--- config.mk ---
export PLATFORM = sky130hd
export DESIGN_NAME = int2flt_seq
export DESIGN_NICKNAME = d
export VERILOG_FILES = /design/src/rtl/int2flt_seq.sv
export SDC_FILE = /design/constraint.sdc
export NUM_CORES = 1
export LEC_CHECK = 0
export CORE_MARGIN = 2
export CORE_UTILIZATION = 57
export CTS_BUF_LIST = sky130_fd_sc_hd__clkbuf_4 sky130_fd_sc_hd__clkbuf_8
export DETAILED_ROUTE_END_ITERATION = 10
export PLACE_DENSITY_LB_ADDON = 0.3
export SYNTH_ARGS = -nofsm -noshare
export SYNTH_HDL_FRONTEND = slang
export SYNTH_SLANG_ARGS = --single-unit
--- constraint.sdc ---
create_clock -name clk_i -period 2.9 [get_ports clk_i]
set_input_delay 0.29 -clock clk_i [delete_from_list [all_inputs] [get_ports clk_i]]
set_output_delay 0.29 -clock clk_i [all_outputs]
set_load 0.01 [all_outputs]
--- src/rtl/int2flt_seq.sv ---
// Sequential 16-bit sign-magnitude integer to IEEE-754 half-precision converter.
// It reads the operand bytes from data memory, normalises one bit per cycle, rounds, and writes the two result bytes back.
module int2flt_seq #(
    parameter logic [7:0] SRC_ADDR = 8'd0,
    parameter logic [7:0] DST_ADDR = 8'd64
) (
    input  logic       clk_i,
    input  logic       reset_ni,
    input  logic       start_i,
    output logic       busy_o,
    output logic       done_o,
    output logic [7:0] mem_addr_o,
    output logic       mem_rd_o,
    output logic       mem_wr_o,
    output logic [7:0] mem_wdata_o,
    input  logic [7:0] mem_rdata_i
);
    typedef enum logic [2:0] {
        IDLE, RD_HI, RD_LO, NORM, ROUND, WR_HI, WR_LO, DONE
    } state_t;

    state_t      state_q, state_d;
    logic        sign_q, sign_d;
    logic [14:0] mag_q, mag_d;
    logic [4:0]  exp_q, exp_d;
    logic [15:0] res_q, res_d;

    // Round to nearest even. A carry out of the mantissa rolls it to zero and bumps the exponent.
    logic [9:0]  mant;
    logic        guard, sticky, rnd_up;
    logic [10:0] mant_sum;
    logic [4:0]  exp_rnd;

    always_comb begin
        mant     = mag_q[13:4];
        guard    = mag_q[3];
        sticky   = |mag_q[2:0];
        rnd_up   = guard & (sticky | mant[0]);
        mant_sum = {1'b0, mant} + {10'd0, rnd_up};
        exp_rnd  = exp_q + {4'd0, mant_sum[10]};
    end

    always_ff @(posedge clk_i or negedge reset_ni) begin
        if (!reset_ni) begin
            state_q <= IDLE;
            sign_q  <= 1'b0;
            mag_q   <= '0;
            exp_q   <= '0;
            res_q   <= '0;
        end else begin
            state_q <= state_d;
            sign_q  <= sign_d;
            mag_q   <= mag_d;
            exp_q   <= exp_d;
            res_q   <= res_d;
        end
    end

    always_comb begin
        state_d     = state_q;
        sign_d      = sign_q;
        mag_d       = mag_q;
        exp_d       = exp_q;
        res_d       = res_q;
        busy_o      = 1'b1;
        done_o      = 1'b0;
        mem_addr_o  = 8'd0;
        mem_rd_o    = 1'b0;
        mem_wr_o    = 1'b0;
        mem_wdata_o = 8'd0;
        case (state_q)
            IDLE: begin
                busy_o = 1'b0;
                if (start_i) state_d = RD_HI;
            end
            RD_HI: begin
                mem_addr_o  = SRC_ADDR;
                mem_rd_o    = 1'b1;
                sign_d      = mem_rdata_i[7];
                mag_d[14:8] = mem_rdata_i[6:0];
                state_d     = RD_LO;
            end
            RD_LO: begin
                mem_addr_o = SRC_ADDR + 8'd1;
                mem_rd_o   = 1'b1;
                mag_d[7:0] = mem_rdata_i;
                exp_d      = 5'd29;
                state_d    = NORM;
            end
            NORM: begin
                if (mag_q[14] || (mag_q == '0)) begin
                    state_d = ROUND;
                end else begin
                    mag_d = {mag_q[13:0], 1'b0};
                    exp_d = exp_q - 5'd1;
                end
            end
            ROUND: begin
                if (mag_q == '0) res_d = {sign_q, 15'd0};
                else             res_d = {sign_q, exp_rnd, mant_sum[9:0]};
                state_d = WR_HI;
            end
            WR_HI: begin
                mem_addr_o  = DST_ADDR;
                mem_wr_o    = 1'b1;
                mem_wdata_o = res_q[15:8];
                state_d     = WR_LO;
            end
            WR_LO: begin
                mem_addr_o  = DST_ADDR + 8'd1;
                mem_wr_o    = 1'b1;
                mem_wdata_o = res_q[7:0];
                state_d     = DONE;
            end
            DONE: begin
                busy_o = 1'b0;
                done_o = 1'b1;
                if (start_i) state_d = RD_HI;
            end
            default: state_d = IDLE;
        endcase
    end
endmodule

# Word-level counts from Yosys, hierarchy flattened
# Cells that the tools add are included.
[totals]
regBits = 40
memories = 0
ram_bits = 0
romBits = 0
input_bits = 11
out_inout_bits = 20
latch_bits = 0
elab_cells = 48
[classes]
n_addsub = 3
mux = 15
n_shift = 0
magnitude_cmp = 0
div_mod_pow = 0
n_bitwise = 2
n_reduce_logical = 12
multipliers = 0
n_eq_ne = 10
[ops]
columns = ["op", "n"]
rows = [
  ["case mux 8 bit (2 select lines)", 2],
  ["two-way mux 15 bit", 2],
  ["case mux 3 bit (7 select lines)", 1],
  ["case mux 7 bit (3 select lines)", 1],
  ["logical NOT 15 bit", 1],
  ["case mux 7 bit (2 select lines)", 1],
  ["equality test 3 bit (second input constant)", 4],
  ["adder 10 x 1 -> 11 bit", 1],
  ["case mux 5 bit (2 select lines)", 1],
  ["equality test 3 x 2 -> 1 bit (second input constant)", 2],
  ["two-way mux 3 bit", 2],
  ["AND reduction 2 bit", 3],
  ["OR reduction 2 bit", 3],
  ["adder 5 x 1 -> 5 bit", 1],
  ["two-way mux 5 bit", 1],
  ["subtractor 5 x 1 -> 5 bit (second input constant)", 1],
  ["two-way mux 1 bit", 4],
  ["inequality test 2 bit (second input constant)", 2],
  ["nonzero test 2 bit", 2],
  ["equality test 3 x 1 -> 1 bit (second input constant)", 1],
  ["logical NOT 3 bit", 1],
  ["OR reduction 3 bit", 1],
  ["inequality test 2 x 1 -> 1 bit (second input constant)", 1],
  ["bitwise AND 1 bit", 1],
  ["2 further kinds", 2],
]

# Longest topological paths before layout
[depth]
depth_word = 6
ltp_mapped = 10
ltp_nobuf = 10

# Worst setup path before layout
# No wires, ideal clock.
[synth_path]
path_type = "register to register"
from = "reg mag_q[4]"
to = "reg res_q[14]"
setup_time_ns = 0.095
t_required_ns = 2.805
path_stages_with_launch = 11
arrival_ns = 1.932
n_path_buf = 0
path_slack_ns = 0.872
synth_period_minus_slack_ns = 2.028
cell_sequence = "dfrtp_1 > and2_1 > ha_1 > nand3_1 > nor2b_1 > and3_1 > ha_1 > ha_1 > nand3_1 > xor2_1 > o31ai_1"
[synth_between]
elab_chain_cells = 5
elab_cells_between_ends = 6
cone_classes = "add/sub: 2; mux: 1; bitwise: 2; reduce/logical: 1"
[synth_lines]
columns = ["element", "line", "rtl"]
rows = [
  ["from (decl)", "24", "logic [14:0] mag_q, mag_d;"],
  ["from (signal assigned)", "53", "mag_q <= mag_d;"],
  ["bitwise OR 1 bit", "38", "rnd_up = guard & (sticky | mant[0]);"],
  ["bitwise AND 1 bit", "38", ""],
  ["adder 10 x 1 -> 11 bit", "39", "mant_sum = {1'b0, mant} + {10'd0, rnd_up};"],
  ["adder 5 x 1 -> 5 bit", "40", "exp_rnd = exp_q + {4'd0, mant_sum[10]};"],
  ["two-way mux 15 bit *", "99", "if (mag_q == '0) res_d = {sign_q, 15'd0};"],
  ["to (signal assigned)", "55", "res_q <= res_d;"],
  ["to (decl)", "26", "logic [15:0] res_q, res_d;"],
]
# Every way passes the cells marked *; elsewhere a longest branch is shown, timed or not.
# A chain may end at the register's enable or synchronous reset.

# Final worst setup path
[layout_path]
from = "reg state_q[0]"
to = "out mem_wdata_o[0]"
[layout_between]
elab_chain_cells = 2
elab_cells_between_ends = 3
cone_classes = "eq/ne: 2; mux: 1"
[layout_lines]
columns = ["element", "line", "rtl"]
rows = [
  ["from (decl)", "22", "state_t state_q, state_d;"],
  ["from (signal assigned)", "51", "state_q <= state_d;"],
  ["equality test 3 bit", "71", "case (state_q)"],
  ["case mux 8 bit (2 select lines) *", "71", ""],
  ["to (decl)", "15", "output logic [7:0] mem_wdata_o,"],
]
# Marks and branches as above.

==> qor.yml <==
timing:
  rsz0062_at_grt: "false"
  tightest_slew_ps: 861
  drv_slew: 0
  fmax_ghz: 0.378
  skew_ps: 7.41
  hold_ws_ps: 104
  fin_crit_sh_pct: 91.3
  tns_ps: 0
  finalHoldViolCount: 0
  relSlewSlack_pct: 42.6
  finalSetupViolCount: 0
  min_period_ps: 2650
synth:
  yosys.area.top_type: "dfrtp_1"
  synth_area_um2: 2310
  postSynthCellCount: 248
  syn_area_per_cell_um2: 9.30
  yosysWarnings: 0
  seq_area_frac_synth_pct: 43.4
  synth_top_area_share_pct: 43.4
  synth_area_leaders: "dfrtp_1 (43%), nand2_1 (9.0%), mux2_4 (4.6%)"
  synth_seq_cells: 40
  synth_cell_types: 46
layout:
  drive_gt1_share_pct: 10.4
  layoutNonFillerInstCount: 318
  area_growth_pct: 15.4
  fin_area_um2: 2660
  antenna_cells: 0
  nNetsFinal: 282
route:
  route.detailed.drc: 0
  dr.pass1.iters: 4
  post_drt_wl_per_cell_um: 15.8
  routed_via_density: 5.76
  ant_nets: 0
  postRouteWirelength_um: 5010
  first_iter_violations: 133
  vias: 1832
setup_path:
  critical-path-max-stage-delay_ps: 710
  required_ps: 2610
  crit_start: "state_q[0]"
  worstSetupPathType: "reg -> out"
  crit_slowest_cell: "nor2b_1"
  arrival_ps: 2360
  path_delay_family: "simple AND/OR/NAND/NOR gates"
  endpoint_kind: "output port"
  start_kind: "flop"
  rr_startpoint: "mag_q[4]"
  path_buf_inv: 1
  crit_chain: "nor2b_1 > a22oi_1 > nor2_1 > clkdlybuf4s50_1"
  crit_fanout: 12
power_and_ir_drop:
  p_total_w: 0.00305
  peakVddDrop_uv: 568
  power.internal_w: 0.00184
  leakage_nw: 1.15
  switchingPower_w: 0.00121
  p_seq_share_pct: 38.8
  p_clk_share_pct: 16.0
  power.density_nw_per_um2: 1150
  swShare_pct: 39.8
  p_comb_share_pct: 45.2
hold_path:
  hold_class: "in -> async"
global_route:
  grt_pass1_wl_um: 8480
  gr-total-overflow: 0
  antenna_found_initial: 0
  grtUsageTotal_pct: 25.3
  grt_pass1_vias: 1780
  grt_max_degree: 41
floorplanning:
  rows: 23
  die_h_um: 67.6
  initial_utilization_pct: 58.5
  ioPinCount: 31
  die_w_um: 67.6
  dieArea_um2: 4570
  core-area_um2: 3940
clock_network:
  cts_tree: "done"
  clk_latency_ps: 290
  htree_levels: 2
  cts_made_buffers: 5
  ctsRootBufferMaster: "clkbuf_8"
  clkTransAtPathRegs_ps: 80
  cts_setup_buffers: 0
  cts_sinks: 40
  cts_hold_buf: 0
  clockBufferDepth: 2
place:
  dp_hpwl_um: 3580
  dp_cells: 310
  place_area_um2: 2530
  gp_congestion: 0.830
  port_buffers: 24
run:
  drv_cap: 0
outcome:
  outcome: "finished clean"
-- power by group through the flow --
stage               Clock [W]  Sequential (W)  Combinational [W]
global route         0.000522         0.00123            0.00154
finish               0.000487         0.00118            0.00138
CTS                  0.000498         0.00118            0.00138
detailed placement          0         0.00119            0.00138
floorplan                   0         0.00102            0.00108
global placement            0         0.00117            0.00134
-- registers in the layout, summed over array words and instances, names as in the netlist --
register  cells
res_q        16
mag_q        15
exp_q         5
state_q       3
sign_q        1
-- stage by stage --
stage | util, % | setup WS [ps]
after floorplan | - | 872
after global placement | 64.2 | 610
after detailed placement | 64.2 | 473
after CTS | 67.4 | 147
after global routing | 67.5 | 38.8
final | 67.5 | 251
-- layout by cell type (no fill, tap or decap), types with 3 or more instances in the layout --
cell / synthesis / final
nand2_1: 55 / 55
dfrtp_1: 40 / 40
clkdlybuf4s50_1: 0 / 23
nor2_1: 21 / 21
o21ai_0: 9 / 9
a22oi_1: 8 / 8
mux2_4: 7 / 7
xor2_1: 7 / 7
clkbuf_8: 0 / 7
conb_1: 1 / 6
and3_1: 5 / 5
nand3_1: 5 / 5
o31ai_1: 5 / 5
xnor2_1: 5 / 5
a32oi_1: 5 / 5
nor3_1: 4 / 4
o22ai_1: 4 / 4
ha_1: 4 / 4
inv_1: 3 / 3
nor2b_1: 4 / 3
o21a_1: 3 / 3
and2_1: 3 / 3
nand3b_1: 3 / 3
buf_4: 7 / 3
-- timing repair --
item / in CTS / in global routing
endpoints found under the hold margin: 0 / 0
endpoints found under the setup margin: 0 / 6
gates resized for setup: 0 / 1
-- area by class of cell --
class | instances | area, µm²
clock buffers | 7 | 96.3
inverters | 3 | 11.3
fillers | 336 | 1280
multi-input cells | 190 | 1200
well taps | 50 | 62.6
clock inverters | 1 | 30.0
repair buffers | 27 | 258
flip-flops and latches | 40 | 1000
-- synth_stat cells, drive strengths merged --
cell / number
dfrtp: 40
nand4: 2
a22oi: 8
o21a: 3
and3: 5
nor3b: 2
nand3: 5
inv: 3
nor2b: 4
o22ai: 4
a311oi: 2
and2: 3
a2bb2oi: 2
xor2: 7
nor4: 4
o31ai: 5
and3b: 1
mux2: 10
and4: 2
a21o: 1
o21ai: 10
a21oi: 2
conb: 1
ha: 4
nor3: 4
a221o: 1
nand2: 55
a32oi: 5
a31o: 1
nand2b: 1
a41oi: 1
nor2: 21
o211a: 1
buf: 13
xnor2: 5
nand3b: 3
clkbuf: 7
-- worst paths after layout --
check	slack (ps)	cells after the start	to
max	250	4	mem_wdata_o[0]
min	100	1	mag_q[1]
max reg2reg	590	10	res_q[14]
min reg2reg	480	2	res_q[15]
max in group asynchronous	2240	1	mag_q[13]
min in group clk_i	480	2	res_q[15]
-- layer usage --
| layer | vias to the layer above | wire length, µm | global-route usage, % |
|---|---|---|---|
| met3 | 14 | 240 | 5.50 |
| met1 | 867 | 2210 | 32.1 |
| met2 | 57 | 2440 | 41.1 |
| met5 | - | 0 | 0 |
| met4 | 0 | 131 | 11.7 |
| li1 | 894 | - | - |
-- cell families (layout without fill, tap and decap cells) --
family	Yosys count	in the layout	share of synthesized area, %
simple gates	112	112	23.5
compound gates	46	46	14.8
flops	40	40	43.4
buf+inv	23	38	5.43
xor+xnor	12	12	4.56
mux	10	10	6.02
fa+ha+maj	4	4	2.17
other cells	1	6	0.163
Power figures use the tool's default switching activity.
==> patch 1: new RTL, same settings <==
Reset style: synchronous (`reset_ni`), changed in one clocked block.
--- a/src/rtl/int2flt_seq.sv
+++ b/src/rtl/int2flt_seq.sv
@@ -40,7 +40,7 @@
         exp_rnd  = exp_q + {4'd0, mant_sum[10]};
     end
 
-    always_ff @(posedge clk_i or negedge reset_ni) begin
+    always_ff @(posedge clk_i) begin
         if (!reset_ni) begin
             state_q <= IDLE;
             sign_q  <= 1'b0;
Formal check against the unedited RTL: differs if reset_ni is asserted again (counterexample within 4 cycles, from zero or initial values and one cycle with reset_ni low); with reset_ni held inactive, the same outputs for 10 cycles.
==> patch 1 against the original RTL <==
  * Sequential cell count unchanged
  * Routed wire length fell by 1.7%
  * Worst hold slack improved by 0.36 ns
  * Via count up 3.9%
  * Synthesized cell count grew 6.9%
  * Area after synthesis rose by 4.0%
  * Register-to-register slack improved by 0.07 ns
  * Setup slack gained 0.059 ns
  * Design area increased by 2.0%
  * Critical endpoint is now mem_wdata_o[7]
Power is not compared: it rests on default switching activity, and its combinational part moved more than twofold at a synthesized area within 25%.
==> patch 1: results (changes against the original RTL) <==
Drt pass-1 iters -> 4 (unchanged)
Syn Area/Cell -> 9.05 um2 (-2.7%)
Slew margin rel. -> 0.486 (+0.0599)
First-pass GRT wire length -> 8.07 mm (-4.8%)
Post-cts resize count -> 0 (unchanged)
Fill cells -> 328 (-2.4%)
Worst IR drop on VDD -> 0.000332 V
Adder-cell share of the synthesized area -> 0.0209 (-0.000827)
# nets final -> 295 (+4.6%)
Pin count of the biggest net entering global routing -> 23 (-44%)
Routed Wire Length -> 4.93 mm (-1.7%)
Clock-pin transition on the worst setup and hold timing paths -> 0.07 ns
Cells after DPL -> 323 (+4.2%)
Synth Area in XOR/XNOR -> 0.0365 (-0.00904)
Largest cells by area after synthesis -> dfxtp_1, mux2i_1, mux2_2
Fraction of registers with async set/reset -> 0 (-1.00)
Mux cell area share after synthesis -> 0.132 (+0.0718)
Post-synth top cells -> dfxtp_1, nand2_1, a22oi_1, mux2i_1, nor2b_1
Via/cell ratio -> 5.77 (about the same)
Status -> finished clean
Crit-path leading delay family -> simple AND/OR/NAND/NOR gates
Total global routing track utilization -> 0.230 (-0.0228)
Worst Clk Skew -> 0.00464 ns (-0.00276 ns)
Dpl cell area -> 2620 um2 (+3.4%)
CTS max path bufs -> 2 (unchanged)
GPL Wtd Cong -> 0.795 (-4.2%)
Compound-gate portion of the synthesized area -> 0.162 (+0.0142)
Post-synthesis cell type count -> 47 (+2.2%)
DRT iter0 DRCs -> 100 (-25%)
Arrival @ worst endpoint -> 2.30 ns (-0.06 ns)
Vias in the first global route -> 1728 (-2.9%)
Half-perimeter wire length after placement -> 3.56 mm (-0.61%)
Largest family of logic cells by synthesized area -> simple AND/OR/NAND/NOR gates
Post-route insts no fill -> 330 (+3.8%)
Delay of the slowest critical-path stage -> 0.68 ns (-0.03 ns)
Crit-path slowest cell -> nor2b_1
DP Worst Slack -> 0.615 ns (+0.142 ns)
Seq/Total Area, Yosys -> 0.334 (-0.100)
Worst hold path class -> flip-flop to flip-flop
Layout cells sized above 1 -> 0.150 (+0.0455)
[patch 1: changes by cell type after synthesis, sizes merged, moves of 10 or more]
cell,before,now
dfrtp,40,0
dfxtp,0,40
mux2i,0,17
nand2,55,33
nor2,21,10
nor2b,4,14
[patch 1: final cells by class]
class / count / area (um2) / share of cell area
clock buffer: 7 / 96.3 / 0.0355
inverter: 5 / 18.8 / 0.00692
multi-input combinational: 199 / 1460 / 0.537
sequential: 40 / 801 / 0.295
tap: 50 / 62.6 / 0.0231
timing repair buffer: 29 / 278 / 0.102
[patch 1: power by group through the flow]
stage / Combinational, uW / Clock (uW) / Sequential, uW
after CTS: 304 / 407 / 648
final: 304 / 395 / 649
after global routing: 330 / 427 / 655
after global placement: 298 / 0 / 657
after floorplan: 259 / 0 / 629
after detailed placement: 301 / 0 / 661
[patch 1: final timing paths]
| check | endpoint | start | cells after the start | slack [ns] |
|---|---|---|---|---|
| setup reg to reg | res_q[14] | mag_q[4] | 10 | 0.66 |
| hold reg to reg | res_q[5] | res_q[5] | 2 | 0.46 |
| hold / removal | res_q[5] | res_q[5] | 2 | 0.46 |
| setup / recovery | mem_wdata_o[7] | state_q[0] | 4 | 0.31 |
[patch 1: metrics by stage]
| stage | hold WS (ns) | util |
|---|---|---|
| after CTS | 0.462 | 0.674 |
| final | 0.460 | 0.674 |
| after detailed placement | 0.452 | 0.650 |
| after global placement | 0.449 | 0.650 |
| after floorplan | 0.433 | - |
| after global routing | 0.482 | 0.674 |
[patch 1: layer usage]
metal / vias to the layer above / share of wire / global-route usage
li1: 968 / - / -
met4: 0 / 0.013 / 0.0833
met3: 8 / 0.038 / 0.0503
met2: 40 / 0.47 / 0.361
met1: 887 / 0.48 / 0.311
met5: - / 0 / 0
==> patch 2: new RTL, config.mk and constraints unchanged <==
Without the edit above. Register the output `done_o`, with the module's reset; this adds one clock of latency there. The other outputs are not delayed to match.
--- a/src/rtl/int2flt_seq.sv
+++ b/src/rtl/int2flt_seq.sv
@@ -18,6 +18,8 @@
     typedef enum logic [2:0] {
         IDLE, RD_HI, RD_LO, NORM, ROUND, WR_HI, WR_LO, DONE
     } state_t;
+
+    logic done_d;
 
     state_t      state_q, state_d;
     logic        sign_q, sign_d;
@@ -63,7 +65,7 @@
         exp_d       = exp_q;
         res_d       = res_q;
         busy_o      = 1'b1;
-        done_o      = 1'b0;
+        done_d      = 1'b0;
         mem_addr_o  = 8'd0;
         mem_rd_o    = 1'b0;
         mem_wr_o    = 1'b0;
@@ -114,11 +116,19 @@
             end
             DONE: begin
                 busy_o = 1'b0;
-                done_o = 1'b1;
+                done_d = 1'b1;
                 if (start_i) state_d = RD_HI;
             end
             default: state_d = IDLE;
         endcase
     end
+    always_ff @(posedge clk_i or negedge reset_ni) begin
+        if (!reset_ni) begin
+            done_o <= '0;
+        end else begin
+            done_o <= done_d;
+        end
+    end
+
 endmodule
 
Check against the original RTL: not equivalent (a bounded check fails within 10 cycles, from zero or initial values and one cycle with reset_ni low).
==> patch 2 against the original RTL <==
  * Utilization rose by 0.30 points
  * Largest cell class unchanged
  * Setup slack improved by 0.22 ns
  * Clock power increased by 0.8%
  * Non-clock buffer count grew 2
  * Area after synthesis increased by 1.1%
  * Clock skew down 0.0048 ns
  * Largest power group unchanged
  * Design area increased by 1.2%
  * Global-route usage decreased by 0.21 points
  * Routed wire length decreased by 1.8%
  * Critical path type unchanged
  * Total power grew 1.0%
  * Worst hold slack improved by 0.0059 ns
  * Die area is 1.0% higher
  * Sequential cell count increased by 1
==> patch 2: results (changes against the original RTL) <==
Status -> finished clean
Largest regs -> res_q: 16 flops, mag_q: 15 flops, exp_q: 5 flops
Worst hold path class -> primary input to async pin
Via count -> 1869 (+2.0%)
Port Buffers -> 24 (unchanged)
Leak pwr -> 0.00116 uW (+1.7%)
CP Max Fanout -> 12 (unchanged)
Clock-pin transition on the worst setup and hold timing paths -> 0.08 ns (about the same)
GPL Wtd Cong -> 0.847 (+2.0%)
Highest metal used -> met4
Post-cts resize count -> 0 (unchanged)
Multi-input logic area -> 1200 um2 (-0.21%)
Internal reg-to-reg setup slack -> 0.66 ns (+0.07 ns)
Worst Clk Skew -> 0.00265 ns (-0.00476 ns)
Reg2reg start -> mag_q[4]
Clk root buf -> clkbuf_8
CTS Buf Count -> 5 (unchanged)
Crit-path slowest cell -> dfrtp_1
Cells after DPL -> 313 (+0.97%)
Seq/Total Area, Yosys -> 0.440 (+0.00608)
Vias in the first global route -> 1718 (-3.5%)
Half-perimeter wire length after placement -> 3.45 mm (-3.7%)
Fraction of registers with async set/reset -> 1.00 (unchanged)
Fill cells -> 320 (-4.8%)
N_diodes -> 0 (unchanged)
Top FF cell, synth -> dfrtp_1
Pin count of the biggest net entering global routing -> 42 (+2.4%)
Post-synth top cells -> nand2_1, dfrtp_1, nor2_1
Drt wl/cell -> 15.3 um (-2.7%)
Worst IR drop on VDD -> 0.000526 V (-7.4%)
Delay of the slowest critical-path stage -> 0.55 ns (-0.16 ns)
First-pass GRT wire length -> 8.54 mm (+0.73%)
Routed Wire Length -> 4.92 mm (-1.8%)
# nets final -> 285 (+1.1%)
Met1 Wirelength -> 2.25 mm (+2.2%)
WL met3 -> 205 um (-15%)
Synth Instances -> 249 (+0.40%)
CTS max path bufs -> 2 (unchanged)
Clk Latency, worst-skew pair -> 0.30 ns
YS warnings -> 0 (unchanged)
Largest cells by area after synthesis -> dfrtp_1, nand2_1, mux2_4
# H-tree levels -> 2 (unchanged)
Layout cells sized above 1 -> 0.107 (+0.00253)
Detail Route met2 WL -> 2.39 mm (-1.8%)
Crit-path leading delay family -> buffers and inverters
Postcts setup bufs -> 0 (unchanged)
Post-synthesis cell type count -> 46 (unchanged)
DRT iter0 DRCs -> 150 (+13%)
Total global routing track utilization -> 0.251 (-0.00205)
Worst Setup SP -> state_q[1]
Dpl cell area -> 2570 um2 (+1.6%)
Drt pass-1 iters -> 4 (unchanged)
Worst-margin pin slew -> 0.899 ns (+0.0380 ns)
Initial antenna violation count -> 0 (unchanged)
## patch 2: changes by cell type after synthesis
cell / unedited run / this run
dfrtp_1: 40 / 41
## patch 2: layer usage
| layer | vias up | global-route usage |
|---|---|---|
| met5 | - | 0 |
| met2 | 46 | 0.386 |
| met4 | 0 | 0.100 |
| li1 | 900 | - |
| met3 | 7 | 0.0493 |
| met1 | 916 | 0.348 |
## patch 2: cell type report
cell class / instances / area share
Clock inverter: 1 / 0.0112
Timing Repair Buffer: 29 / 0.101
Sequential cell: 41 / 0.381
Multi-Input combinational cell: 190 / 0.445
Tap cell: 50 / 0.0232
Inverter: 3 / 0.00418
Clock buffer: 7 / 0.0335
## patch 2: worst paths after layout
path / to / cells past startpoint
min in group clk_i: res_q[15] / 2
min: done_o / 1
max in group asynchronous: mag_q[9] / 1
min reg2reg: res_q[15] / 2
max: mem_wdata_o[0] / 5
max reg2reg: res_q[14] / 10
## patch 2: metrics by stage
stage                     worst slack, ns  hold slack, ns  power [uW]
after detailed placement            0.640           0.457        2590
after global placement              0.801           0.453        2550
final                               0.473           0.110        3080
after floorplan                     0.872        -0.00559        2130
after global routing                0.346           0.200        3310
after CTS                           0.497           0.149        3080
## patch 2: cell families (layout without fill, tap and decap cells)
logic type | after synthesis | in the layout | share of synthesized area
compound gates | 46 | 46 | 0.146
xor+xnor | 12 | 12 | 0.0451
fa+ha+maj | 4 | 4 | 0.0215
buf+inv | 23 | 40 | 0.0537
flops | 41 | 41 | 0.440
mux | 10 | 10 | 0.0596
other cells | 1 | 6 | 0.00161
simple gates | 112 | 112 | 0.232
## patch 2: report_power, final
part / internal, uW / switching, uW
registers: 843 / 349
clock network: 290 / 201
logic: 723 / 674
